--- src/rtl/cvx_addx_responder.sv ---
// -----------------------------------------------------------------------------
// cvx_addx_responder
//
// Purpose:
//   Coprocessor responder for two custom R-type instructions on the custom-0
//   opcode: ADDX (rd = rs1 + rs2) and SUBX (rd = rs1 - rs2). It decodes issue
//   requests combinationally and computes the result on issue. Each result is
//   parked in a 2-entry buffer until the core commits or kills it. Committed
//   results are then returned oldest-first over a valid/ready result channel.
//
// Ports:
//   clk_i              rising-edge clock
//   rst_ni             asynchronous active-low reset
//   issue_valid_i      issue request from the core
//   issue_ready_o      a buffer entry is free (registered state only)
//   issue_instr_i      32-bit instruction word
//   issue_id_i         instruction ID
//   issue_rs1_i/rs2_i  source operands
//   issue_accept_o     combinational decode result
//   issue_writeback_o  accepted instruction writes rd (equals accept)
//   commit_valid_i     commit/kill decision present
//   commit_id_i        ID the decision applies to
//   commit_kill_i      1 = discard, 0 = release result
//   result_valid_o     a committed result is presented
//   result_ready_i     core takes the result
//   result_id_o        ID of the presented result
//   result_rd_o        destination register
//   result_data_o      result value (driven even when rd is x0)
//   result_we_o        rd != 0
// -----------------------------------------------------------------------------
module cvx_addx_responder #(
    parameter int unsigned XLEN    = 32,
    parameter int unsigned IdWidth = 4
) (
    input  logic               clk_i,
    input  logic               rst_ni,
    input  logic               issue_valid_i,
    output logic               issue_ready_o,
    input  logic [31:0]        issue_instr_i,
    input  logic [IdWidth-1:0] issue_id_i,
    input  logic [XLEN-1:0]    issue_rs1_i,
    input  logic [XLEN-1:0]    issue_rs2_i,
    output logic               issue_accept_o,
    output logic               issue_writeback_o,
    input  logic               commit_valid_i,
    input  logic [IdWidth-1:0] commit_id_i,
    input  logic               commit_kill_i,
    output logic               result_valid_o,
    input  logic               result_ready_i,
    output logic [IdWidth-1:0] result_id_o,
    output logic [4:0]         result_rd_o,
    output logic [XLEN-1:0]    result_data_o,
    output logic               result_we_o
);

    localparam int NumEntries = 2;

    typedef enum logic [1:0] {
        ST_EMPTY       = 2'd0,
        ST_WAIT_COMMIT = 2'd1,
        ST_READY       = 2'd2
    } entry_state_e;

    // Buffer entries. r_age[i]=1 marks entry i as the older of two live entries.
    entry_state_e       r_state [NumEntries];
    logic [IdWidth-1:0] r_id    [NumEntries];
    logic [4:0]         r_rd    [NumEntries];
    logic [XLEN-1:0]    r_data  [NumEntries];
    logic [NumEntries-1:0] r_age;

    // Entry presented but not taken last cycle; keeps the payload pinned to it
    // even if an older entry becomes READY meanwhile.
    logic r_hold_valid;
    logic r_hold_idx;

    // ---------------------------------------------------------------- decode
    logic            w_opcode_ok;
    logic            w_funct3_ok;
    logic            w_is_add;
    logic            w_is_sub;
    logic            w_accept;
    logic [XLEN-1:0] w_result;
    logic            w_issue_fire;
    logic            w_same_commit;
    logic            w_unused_fields;

    assign w_opcode_ok = (issue_instr_i[6:0] == 7'b0001011);
    assign w_funct3_ok = (issue_instr_i[14:12] == 3'b000);
    assign w_is_add    = (issue_instr_i[31:25] == 7'b0000000);
    assign w_is_sub    = (issue_instr_i[31:25] == 7'b0000001);
    assign w_accept    = w_opcode_ok & w_funct3_ok & (w_is_add | w_is_sub);

    // Register-specifier fields are not needed: operands arrive by value.
    assign w_unused_fields = ^issue_instr_i[24:15];

    // Width-limited arithmetic: carry/borrow falls off the top.
    assign w_result = w_is_sub ? (issue_rs1_i - issue_rs2_i)
                               : (issue_rs1_i + issue_rs2_i);

    assign issue_accept_o    = issue_valid_i & w_accept;
    assign issue_writeback_o = issue_valid_i & w_accept;

    // -------------------------------------------------------- per-entry flags
    logic [NumEntries-1:0] w_empty;
    logic [NumEntries-1:0] w_ready;
    logic [NumEntries-1:0] w_commit_hit;
    logic [NumEntries-1:0] w_alloc;
    logic [NumEntries-1:0] w_pop;
    logic [NumEntries-1:0] w_free;
    logic                  w_alloc_idx;
    logic                  w_sel_idx;

    genvar gi;
    generate
        for (gi = 0; gi < NumEntries; gi++) begin : g_entry_flags
            assign w_empty[gi]      = (r_state[gi] == ST_EMPTY);
            assign w_ready[gi]      = (r_state[gi] == ST_READY);
            assign w_commit_hit[gi] = commit_valid_i
                                    & (r_state[gi] == ST_WAIT_COMMIT)
                                    & (r_id[gi] == commit_id_i);
            assign w_alloc[gi]      = w_issue_fire & (w_alloc_idx == 1'(gi));
            assign w_pop[gi]        = result_valid_o & result_ready_i
                                    & (w_sel_idx == 1'(gi));
            assign w_free[gi]       = (w_commit_hit[gi] & commit_kill_i) | w_pop[gi];
        end
    endgenerate

    // Readiness comes from registered state only, so a slot freed by this
    // cycle's result handshake is offered from the next cycle on.
    assign issue_ready_o = |w_empty;
    assign w_alloc_idx   = w_empty[0] ? 1'b0 : 1'b1;
    assign w_issue_fire  = issue_valid_i & issue_ready_o & w_accept;
    assign w_same_commit = commit_valid_i & (commit_id_i == issue_id_i);

    // Oldest READY entry, unless a stalled presentation must be held.
    always_comb begin
        w_sel_idx = 1'b0;
        if (r_hold_valid) begin
            w_sel_idx = r_hold_idx;
        end else if (&w_ready) begin
            w_sel_idx = r_age[1];
        end else begin
            w_sel_idx = w_ready[1];
        end
    end

    // ---------------------------------------------------------------- result
    assign result_valid_o = |w_ready;
    assign result_id_o    = result_valid_o ? r_id[w_sel_idx]   : '0;
    assign result_rd_o    = result_valid_o ? r_rd[w_sel_idx]   : 5'd0;
    assign result_data_o  = result_valid_o ? r_data[w_sel_idx] : '0;
    assign result_we_o    = result_valid_o & (r_rd[w_sel_idx] != 5'd0);

    // ----------------------------------------------------------------- state
    always_ff @(posedge clk_i or negedge rst_ni) begin
        if (!rst_ni) begin
            for (int i = 0; i < NumEntries; i++) begin
                r_state[i] <= ST_EMPTY;
                r_id[i]    <= '0;
                r_rd[i]    <= 5'd0;
                r_data[i]  <= '0;
            end
            r_age        <= '0;
            r_hold_valid <= 1'b0;
            r_hold_idx   <= 1'b0;
        end else begin
            for (int i = 0; i < NumEntries; i++) begin
                if (w_alloc[i]) begin
                    r_id[i]   <= issue_id_i;
                    r_rd[i]   <= issue_instr_i[11:7];
                    r_data[i] <= w_result;
                    r_age[i]  <= 1'b0;
                    // A commit for the ID being issued right now targets
                    // the new entry directly.
                    if (w_same_commit) begin
                        r_state[i] <= commit_kill_i ? ST_EMPTY : ST_READY;
                    end else begin
                        r_state[i] <= ST_WAIT_COMMIT;
                    end
                end else begin
                    if (w_commit_hit[i]) begin
                        r_state[i] <= commit_kill_i ? ST_EMPTY : ST_READY;
                    end else if (w_pop[i]) begin
                        r_state[i] <= ST_EMPTY;
                    end
                    // A surviving entry becomes the older one when the other
                    // slot is allocated.
                    if (w_free[i]) begin
                        r_age[i] <= 1'b0;
                    end else if (w_issue_fire && !w_empty[i]) begin
                        r_age[i] <= 1'b1;
                    end
                end
            end
            r_hold_valid <= result_valid_o & ~result_ready_i;
            r_hold_idx   <= w_sel_idx;
        end
    end

endmodule
--- config.mk ---
export PLATFORM = sky130hd
export DESIGN_NAME = cvx_addx_responder
export DESIGN_NICKNAME = d
export VERILOG_FILES = /design/src/rtl/cvx_addx_responder.sv
export SDC_FILE = /design/constraint.sdc
export NUM_CORES = 1
export LEC_CHECK = 0
export BUFFER_PORTS_ARGS = -buffer_cell sky130_fd_sc_hd__buf_2
export CORE_MARGIN = 1.5
export CORE_UTILIZATION = 30
export CTS_CLUSTER_SIZE = 30
export DETAILED_ROUTE_END_ITERATION = 16
export GPL_TIMING_DRIVEN = 0
export PLACE_DENSITY = 0.51
export SLEW_MARGIN = 20
export SYNTH_ARGS = -nofsm -noshare
export SYNTH_HDL_FRONTEND = slang
export SYNTH_SLANG_ARGS = --single-unit
--- constraint.sdc ---
create_clock -name clk_i -period 1.7 [get_ports clk_i]
set_input_delay 0.17 -clock clk_i [delete_from_list [all_inputs] [get_ports clk_i]]
set_output_delay 0.17 -clock clk_i [all_outputs]
set_load 0.05 [all_outputs]
==> impl_metrics.yaml <==
placed_design:
  dpl_cell_area_um2: 9211
  port_buffers: 145
  place_congestion: 0.8286
  place_hpwl_um: 17750
  preCtsSetupSlack_ns: -2.391
logic_synthesis:
  ys.flop_type: "dfrtp_1"
  syn_nets: 1024
  synth_warnings: 0
  syn_avg_cell_area_um2: 7.740
  synth_top_cell_area_share_pct: 32.66
  yosys.area.top_type: "dfrtp_1"
  ys_seq_area_share_pct: 32.66
  synthTopCellsByCount: "nand2_1 (227), a21oi_1 (89), dfrtp_1 (89)"
  async_flop_share_pct: 100.0
  synth.most_common_cell: "nand2_1"
  syn_inst: 881
  syn_area_um2: 6819
  synth_edf_count: 0
  ys_ff_latch: 89
  synth_cell_types: 69
  yosys-top-cells-area: "dfrtp_1 (33%), nand2_1 (12%), a21oi_1 (6.5%)"
drt:
  wire_per_inst_um: 18.03
  via_count: 7430
  ant_nets: 0
  via_per_inst: 5.207
  wl_um: 25730
  drc_errors: 0
  first_iter_violations: 322
  drtPass1Iterations: 5
worst_setup_path:
  critPathArrivalTime_ns: 3.69
  crit_fanout: 4
  r2r_start: "r_state[3]$_DFFE_PN0P_"
  reg2reg_slack_ns: -0.36
  worstSetupStartpointType: "input port"
  worstSetupPathType: "in2reg"
  reg2reg_to: "r_id[0]$_DFFE_PN0P_"
  required_ns: 1.93
  reg2reg_depth: 13
  end_kind: "flip-flop"
pwr:
  switching_share_pct: 31.80
  p_leak_nw: 5.774
  p_per_area_nw_per_um2: 515.6
  vdd_drop_max_mv: 0.4860
  clkPwrFrac_pct: 34.6
  intPower_w: 0.004351
  seq_power_share_pct: 33.2
  power_frac_comb_pct: 32.2
  switching_power_w: 0.002029
finish:
  multiInputGateArea_um2: 6558
  insertedDiodeCount: 0
  fillers: 1979
  fin_nets: 1285
  seqCellArea_um2: 2231
  areaGrowthSynthToFinish_pct: 81.47
  fin_area_um2: 12370
  drive_gt1_share_pct: 54.75
clock_tree:
  cts.sinks: 89
  root_buffer: "clkbuf_16"
  clk_latency_ns: 0.34
  htree_levels: 3
  tritoncts: "built"
  cts_buffer_depth: 2
  cts-buffers-inserted: 9
  clk_pin_slew_worst_paths_ns: 0.07
job:
  maxCapViolations: 0
timing:
  fin_crit_ns: 3.457
  worst_pin_slew_ns: 0.8931
  holdWs_ns: 0.03637
  setup_viol: 131
  hold_viol: 0
  relSlewSlack_pct: 39.65
  final_max_slew_viol_count: 0
  max_freq_ghz: 0.2893
  rsz0062_at_grt: "true"
  min_period_over_period_pct: 203.3
  final.setup.worst_slack_ns: -1.757
  worst_clock_skew_ns: 0.008523
global_routing:
  grt_first_pass_wirelength_um: 39490
  track_usage_pct: 21.05
  grt_pass1_vias: 7306
  grt-ovfl-total: 0
  grt_max_degree: 51
  grt_antenna_before_repair: 0
floorplan:
  pin_count: 156
  start_util_pct: 30.86
  die_w_um: 153.8
  coreArea_um2: 22090
  die_area_um2: 23640
  dieHeight_um: 153.8
  rows: 54
worst_hold_path:
  whs_path_depth: 2
  holdPathEnd: "r_state[3]$_DFFE_PN0P_"
  hp-start: "commit_kill_i"
  hold_class: "in2reg"
status:
  violations: "setup timing"
  outcome: "finished, violations left"
## cell type report
class	instances	area share [%]
Inverter	14	0.5561
Sequential cell	89	18.03
Clock inverter	7	0.8190
Buffer	39	4.874
Timing Repair Buffer	255	17.95
Multi-Input combinational cell	733	52.99
Clock buffer	9	1.820
Tap cell	280	2.831
Timing Repair inverter	1	0.1314
## worst max-delay path, cell delays in order
cell	delay, ns
buf_6	0.09
or4_4	0.53
or4_4	0.48
nor3_4	0.22
nand2b_4	0.11
o41a_1	0.41
xnor2_1	0.15
ha_2	0.38
nand2_4	0.09
nor2_4	0.11
nand3_2	0.11
a2111o_1	0.44
o21ai_2	0.12
mux2i_1	0.22
nand2_1	0.06
## cells in the final DEF, fill, tap and decap left out, types with 9 or more instances in the layout
cell type / Yosys / routed
a21o_1: 14 / 14
xor2_2: 0 / 10
mux2_2: 15 / 10
xnor2_2: 1 / 10
o21ai_1: 2 / 41
nand2_1: 227 / 132
o21ai_2: 0 / 10
a21oi_4: 0 / 50
nor2_4: 0 / 9
nand3_1: 18 / 9
buf_6: 0 / 63
nor3_1: 21 / 14
ha_1: 32 / 20
clkbuf_16: 0 / 28
buf_8: 0 / 17
xnor2_1: 33 / 22
nor2_1: 44 / 30
a21oi_1: 89 / 26
xor2_1: 28 / 17
inv_1: 13 / 12
buf_2: 0 / 95
nand2_4: 0 / 74
buf_4: 1 / 75
buf_12: 0 / 9
a21oi_2: 1 / 14
dfrtp_1: 89 / 86
nand2_2: 0 / 20
## power groups by stage
stage / combinational (W) / clock (W) / sequential [W]
2_1_floorplan: 0.000886 / 0 / 0.00216
3_3_place_gp: 0.00137 / 0 / 0.00216
3_5_place_dp: 0.00138 / 0 / 0.00216
4_1_cts: 0.00183 / 0.00223 / 0.00212
5_1_grt: 0.00221 / 0.00233 / 0.00212
6_report: 0.00206 / 0.00221 / 0.00212
## state kept, by name, indices dropped and copies added, names as in the netlist
register / count
r_age: 1
r_state: 4
r_data: 64
r_rd: 10
r_hold_idx: 1
r_hold_valid: 1
r_id: 8
## metal layers
layer	GRT usage, %	wire, um
met1	29.43	11700
met2	35.16	12620
met3	2.227	1091
met4	4.438	311
met5	0	0
## per-stage QoR
step	setup TNS, ns	total power [W]	utilization, %	instances
6_report	-103.67	0.006380	56.01	1427
5_1_grt	-118.23	0.006663	56.01	1427
4_1_cts	-103.34	0.006179	52.16	1396
3_5_place_dp	-140.27	0.003533	41.69	1307
3_3_place_gp	-182.03	0.003524	41.54	1306
2_1_floorplan	-84.99	0.003045	-	881
## cell families after synthesis
| logic type | synth area share (%) |
|---|---|
| AO/OA/AOI/OAI | 21.56 |
| multiplexers | 3.431 |
| XOR/XNOR | 8.074 |
| AND/OR/NAND/NOR | 24.81 |
| buffers and inverters | 3.303 |
| flip-flops | 32.66 |
| adder cells (fa/ha/maj) | 6.165 |
## worst max-delay path by stage
| stage | from | to | slack, ns | cells after the start |
|---|---|---|---|---|
| after floorplan | issue_rs2_i[9] | r_data[28]$_DFFE_PN0P_ | -1.80 | 12 |
| after global placement | issue_instr_i[29] | r_data[25]$_DFFE_PN0P_ | -2.40 | 16 |
| after detailed placement | issue_rs2_i[9] | r_data[30]$_DFFE_PN0P_ | -2.39 | 15 |
| after CTS | issue_rs2_i[9] | r_data[29]$_DFFE_PN0P_ | -1.72 | 14 |
| after global routing | issue_rs2_i[9] | r_data[30]$_DFFE_PN0P_ | -1.89 | 15 |
| final | issue_rs2_i[9] | r_data[30]$_DFFE_PN0P_ | -1.76 | 15 |
## timing repair
action,CTS,global route
hold buffers,1,0
cloned,8,5
resized for setup,318,151
setup endpoints to repair,129,132
buffers inserted,69,35
hold endpoints to repair,39,0
pin swaps,66,115
Note: power is estimated with default switching activity, not from simulation.
